File: src/rtl/counter_access_arbiter_pkg.sv
// Shared encodings for the counter access arbiter: FSM states, op kinds, timer width.
package counter_access_arbiter_pkg;

    typedef enum logic [1:0] {
        IDLE  = 2'b00,
        ISSUE = 2'b01,
        WAIT  = 2'b10,
        RESP  = 2'b11
    } state_t;

    typedef enum logic {
        OP_UP   = 1'b0,
        OP_DOWN = 1'b1
    } op_t;

    // Wide enough for TIMEOUT up to 15.
    localparam int TMR_W = 4;

endpackage

File: src/rtl/counter_access_arbiter_rr_picker.sv
// Combinational round-robin picker: first pending bit at or after ptr, wrapping.
module rr_picker #(
    parameter int NREQ = 4,
    parameter int IW   = $clog2(NREQ)
) (
    input  logic [NREQ-1:0] pending,
    input  logic [IW-1:0]   ptr,
    output logic [IW-1:0]   grant,
    output logic            valid
);

    int idx;

    always_comb begin
        grant = '0;
        valid = 1'b0;
        idx   = 0;
        for (int k = 0; k < NREQ; k++) begin
            idx = int'(ptr) + k;
            if (idx >= NREQ) idx = idx - NREQ;
            if (!valid && pending[idx]) begin
                valid = 1'b1;
                grant = idx[IW-1:0];
            end
        end
    end

endmodule

File: src/rtl/counter_access_arbiter.sv
// Round-robin arbiter sharing one up/down counter between NREQ requesters.
// `define COUNTER_ARB_SATURATE_EN refuses ops that would wrap the counter.
module counter_access_arbiter
    import counter_access_arbiter_pkg::*;
#(
    parameter int NREQ    = 4,
    parameter int SIZE    = 8,
    parameter int TIMEOUT = 7
) (
    input  logic            clock,
    input  logic            reset,
    input  logic [NREQ-1:0] req_up,
    input  logic [NREQ-1:0] req_down,
    output logic [NREQ-1:0] req_ack,
    output logic [NREQ-1:0] req_nack,
    output logic            cnt_up,
    output logic            cnt_down,
    input  logic            cnt_upAck,
    input  logic            cnt_downAck,
    input  logic [SIZE-1:0] cnt_value,
    output logic            busy,
    output logic            timeout_err
);

    localparam int IW = $clog2(NREQ);

    state_t          state;
    op_t             op;
    logic [IW-1:0]   rr_ptr;
    logic [IW-1:0]   gidx;
    logic [TMR_W-1:0] timer;

    logic [NREQ-1:0] pending;
    logic [IW-1:0]   pick;
    logic            pick_vld;
    logic [IW-1:0]   next_ptr;
    logic            illegal;
    logic            sat_block;
    logic            match_ack;

    assign pending  = req_up | req_down;
    assign next_ptr = (pick == IW'(NREQ - 1)) ? '0 : pick + 1'b1;
    assign illegal  = req_up[pick] & req_down[pick];
    assign match_ack = (op == OP_UP) ? cnt_upAck : cnt_downAck;
    assign busy     = (state != IDLE);

    rr_picker #(.NREQ(NREQ), .IW(IW)) u_pick (
        .pending (pending),
        .ptr     (rr_ptr),
        .grant   (pick),
        .valid   (pick_vld)
    );

`ifdef COUNTER_ARB_SATURATE_EN
    assign sat_block = req_up[pick] ? (cnt_value == '1) : (cnt_value == '0);
`else
    logic unused_cnt_value;
    assign unused_cnt_value = ^cnt_value;
    assign sat_block = 1'b0;
`endif

    always_ff @(posedge clock) begin
        if (!reset) begin
            state       <= IDLE;
            op          <= OP_UP;
            rr_ptr      <= '0;
            gidx        <= '0;
            timer       <= '0;
            cnt_up      <= 1'b0;
            cnt_down    <= 1'b0;
            req_ack     <= '0;
            req_nack    <= '0;
            timeout_err <= 1'b0;
        end else begin
            case (state)
                IDLE: begin
                    if (pick_vld) begin
                        gidx   <= pick;
                        rr_ptr <= next_ptr;
                        op     <= req_up[pick] ? OP_UP : OP_DOWN;
                        // Refused grants skip the counter entirely.
                        if (illegal || sat_block) begin
                            req_nack[pick] <= 1'b1;
                            state          <= RESP;
                        end else begin
                            cnt_up   <= req_up[pick];
                            cnt_down <= ~req_up[pick];
                            state    <= ISSUE;
                        end
                    end
                end
                ISSUE: begin
                    cnt_up   <= 1'b0;
                    cnt_down <= 1'b0;
                    timer    <= '0;
                    state    <= WAIT;
                end
                WAIT: begin
                    if (match_ack) begin
                        req_ack[gidx] <= 1'b1;
                        state         <= RESP;
                    end else if (timer == TMR_W'(TIMEOUT)) begin
                        req_nack[gidx] <= 1'b1;
                        timeout_err    <= 1'b1;
                        state          <= RESP;
                    end else begin
                        timer <= timer + 1'b1;
                    end
                end
                RESP: begin
                    req_ack  <= '0;
                    req_nack <= '0;
                    state    <= IDLE;
                end
                default: state <= IDLE;
            endcase
        end
    end

    counter_arb_firewall #(.NREQ(NREQ)) u_fw (
        .clock    (clock),
        .reset    (reset),
        .cnt_up   (cnt_up),
        .cnt_down (cnt_down),
        .req_ack  (req_ack),
        .req_nack (req_nack)
    );

endmodule

// Protocol firewall: counter never sees both directions, at most one response per cycle.
module counter_arb_firewall #(
    parameter int NREQ = 4
) (
    input logic            clock,
    input logic            reset,
    input logic            cnt_up,
    input logic            cnt_down,
    input logic [NREQ-1:0] req_ack,
    input logic [NREQ-1:0] req_nack
);

    always_ff @(posedge clock) begin
        if (reset) begin
            assert (!(cnt_up && cnt_down));
            assert ($onehot0(req_ack | req_nack));
        end
    end

endmodule

File: config.mk
export PLATFORM = sky130hd
export DESIGN_NAME = counter_access_arbiter
export DESIGN_NICKNAME = d
export VERILOG_FILES = /design/src/rtl/counter_access_arbiter_pkg.sv /design/src/rtl/counter_access_arbiter_rr_picker.sv /design/src/rtl/counter_access_arbiter.sv
export SDC_FILE = /design/constraint.sdc
export NUM_CORES = 1
export LEC_CHECK = 0
export CORE_MARGIN = 2
export CORE_UTILIZATION = 29
export DETAILED_ROUTE_END_ITERATION = 16
export PLACE_DENSITY_LB_ADDON = 0.08
export SETUP_SLACK_MARGIN = 0.3
export SYNTH_ARGS = -nofsm -noshare
export SYNTH_HDL_FRONTEND = slang
export SYNTH_HIERARCHICAL = 1
export SYNTH_SLANG_ARGS = --single-unit
File: constraint.sdc
create_clock -name clock -period 4.45 [get_ports clock]
set_clock_uncertainty 0.05 [all_clocks]
set_input_delay 0.445 -clock clock [delete_from_list [all_inputs] [get_ports clock]]
set_output_delay 0.445 -clock clock [all_outputs]
set_load 0.02 [all_outputs]
==> results.sh <==
export IMPL_status="finished, final reports clean"
export IMPL_fp_dieW_um=70.50
export IMPL_fmax_mhz=310.9
export IMPL_synth_xor_area_share_pct=1.366
export IMPL_drive_gt1_share_pct=9.714
export IMPL_period_needed_ns=3.217
export IMPL_setup_tns_ns=0
export IMPL_slew_violations=0
export IMPL_crit_chain="clkdlybuf4s50_1, or2_2, a221o_1, a21oi_1, mux4_2, a21o_1, a41o_1, nor2_1"
export IMPL_ys_ff_latch=22
export IMPL_postRouteWirelength_um=2872
export IMPL_powerDensity_nw_per_um2=554.4
export IMPL_criticalPathCategory="primary input to register"
export IMPL_yosysTopAreaCell="dfxtp_1"
export IMPL_synth_top_family_by_area="simple AND/OR/NAND/NOR gates"
export IMPL_synthTopCellsByArea="dfxtp_1 34%, ha_1 9.8%, nor2_1 5.6%"
export IMPL_io_pins=32
export IMPL_holdBufCountCts=0
export IMPL_required_ns=4.61
export IMPL_worst_hold_path_type="register to register"
export IMPL_use_met3_pct=2.165
export IMPL_start_util_pct=29.87
export IMPL_ys_flop_type="dfxtp_1"
export IMPL_synth_fp_nets=181
export IMPL_detail_route_wl_per_cell_um=12.65
export IMPL_p_comb_share_pct=46.7
export IMPL_cts_num_sinks=22
export IMPL_grt_util_met1_pct=17.55
export IMPL_yosys_area_share_adder_pct=9.756
export IMPL_intPower_w=0.0005535
export IMPL_synth_compound_area_share_pct=18.83
export IMPL_seqPwrFrac_pct=32.2
export IMPL_drtIter0Drc=49
export IMPL_reg2reg_depth=7
export IMPL_ir_worst_vdd_mv=0.1578
export IMPL_top_usage_layer="met2"
export IMPL_synth_cells=151
export IMPL_die_height_um=70.50
export IMPL_crit_slowest_cell="mux4_2"
export IMPL_num_rows=24
export IMPL_h_tree_depth=1
export IMPL_synth_area_per_cell_um2=8.493
export IMPL_die_area_um2=4970
export IMPL_met2_usage_pct=20.44
export IMPL_crit_family="compound AO/OA/AOI/OAI gates"
export IMPL_antennaDiodeCount=0
export IMPL_cp_depth=8
export IMPL_seq_area_frac_synth_pct=34.34
export IMPL_cts_tree="done"
export IMPL_cp_num_buf_inv=1
export IMPL_synth_distinct_cells=37
export IMPL_finalWorstSetupSlack_ns=1.233
export IMPL_synth_edff_count=0
export IMPL_vias_per_cell=4.925
export IMPL_grt_start_max_net_pins=19
export IMPL_yosysWarningCount=6
export IMPL_ctsResizeCount=0
export IMPL_gp_congestion=0.7166
export IMPL_netSwitchingFraction_pct=38.39
export IMPL_overflow=0
export IMPL_cts_root_buf="clkbuf_8"
export IMPL_crit_path_max_fanout=7
export IMPL_p_leak_nw=0.6556
export IMPL_grt_use_total_pct=12.84
export IMPL_synthSimpleGateAreaFrac_pct=20.00
export IMPL_synth_top_cell_area_share_pct=34.34
export IMPL_setup_viol=0
export IMPL_cts_buffer_depth=2
export IMPL_startpoint_type="primary input"
export IMPL_grt_pass1_vias=1133
export IMPL_num_vias=1118
export IMPL_portBuffers=23
export IMPL_antenna_found_initial=0
export IMPL_synthArstFlopShare_pct=0
export IMPL_cp_arrival_ns=3.37
export IMPL_hold_viol_final=0
export IMPL_cts_buffers=3
export IMPL_whs_path_depth=2
export IMPL_grt_pass1_wl_um=5078
export IMPL_synth_common_cells="22 x dfxtp_1, 19 x nor2_1, 15 x inv_1"
export IMPL_fin_nets=206
export IMPL_synthMostInstantiatedCell="dfxtp_1"
export IMPL_clk_latency_ns=0.26
export IMPL_ant_nets=0
export IMPL_finalCritPeriodShare_pct=72.29
export IMPL_cts_setup_buffers=0
export IMPL_core_um2=4294
export IMPL_worst_pin_slew_ns=0.6433
export IMPL_worstSetupEndpointType="register"
export IMPL_rsz0062_at_grt="no"
export IMPL_dr_pass1_iters=4
export IMPL_p_switching_w=0.0003448
export IMPL_syn_to_final_growth_pct=26.34
export IMPL_hpwlAfterDp_um=2319
export IMPL_syn_area_um2=1282
export IMPL_slew_headroom_pct=57.12
export IMPL_synth_mux_area_fraction_pct=8.488
export IMPL_max_stage_delay_ns=0.63
export IMPL_drv_cap=0
export IMPL_pwr_share_clk_pct=21.0
export IMPL_pre_cts_ws_ns=0.9594
export IMPL_clk_pin_slew_ns=0.09
export IMPL_fillerInstances=461
export IMPL_postLayoutCoreUtil_pct=37.73
export IMPL_drc=0
-- per-layer routing --
metal,up-vias,share of wire (%)
li1,579,-
met1,524,48
met2,13,49
met3,2,2.1
met4,0,0.66
met5,-,0
-- stage by stage --
step	cells	instance area [um2]	hold slack (ns)	power (W)
final	227	1620	0.4067	0.0008983
after detailed placement	223	1549	0.4016	0.0007182
after global routing	227	1620	0.4429	0.0009767
after global placement	223	1549	0.4016	0.0007116
after CTS	227	1620	0.4149	0.0009115
after floorplan	151	1282	0.4204	0.0005935
-- layout by cell type, fill, tap and decap left out, types with 4 or more instances in the layout --
master / synthesis / final
inv_1: 15 / 15
or2_2: 4 / 4
nor2_1: 19 / 19
o21ai_0: 4 / 4
a21oi_1: 14 / 14
clkdlybuf4s50_1: 0 / 23
a41oi_1: 4 / 4
ha_1: 10 / 10
dfxtp_1: 22 / 22
nand2_1: 8 / 8
nand3_1: 7 / 7
-- flip-flops by register name (all words and copies together), names as in the netlist --
name,flops
req_ack,4
cnt_up,1
gidx,2
state,2
timeout_err,1
rr_ptr,2
timer,4
req_nack,4
cnt_down,1
op,1
-- cell type report --
type | count | area (um2) | area share, %
clock inverter | 1 | 30.03 | 1.853
multi-input combinational | 109 | 749.5 | 46.25
inverter | 17 | 63.81 | 3.938
timing repair buffer | 23 | 230.2 | 14.21
clock buffer | 3 | 41.29 | 2.548
sequential | 22 | 440.4 | 27.18
tap | 52 | 65.06 | 4.015
-- worst paths after layout --
| kind | to | from | slack (ns) |
|---|---|---|---|
| setup / recovery | req_nack[2] | req_up[2] | 1.23 |
| hold reg to reg | cnt_up | cnt_up | 0.41 |
| setup reg to reg | req_nack[2] | rr_ptr[0] | 1.73 |
| hold / removal | cnt_up | cnt_up | 0.41 |
-- power groups by stage --
stage	Clock, W	Combinational, W	Sequential (W)
3_3_place_gp	0	0.000417	0.000294
5_1_grt	0.000206	0.000472	0.000298
2_1_floorplan	0	0.000279	0.000314
4_1_cts	0.000197	0.000425	0.000290
3_5_place_dp	0	0.000423	0.000295
6_report	0.000189	0.000420	0.000289
-- worst reg2reg max path, cell delays in order (launching register included) --
cell     delay [ns]
dfxtp_1        0.39
inv_2          0.05
a221o_1        0.31
a21oi_1        0.54
mux4_2         0.63
a21o_1         0.27
a41o_1         0.32
nor2_1         0.11
-- logic make-up after synthesis --
family,count (synthesis)
buffers and inverters,20
adders and majority gates,10
DFF,22
xor gates and xnor gates,2
AOI/OAI and AO/OA,36
and+or+nand+nor,53
muxes,8
(Power assumes the default switching activity.)
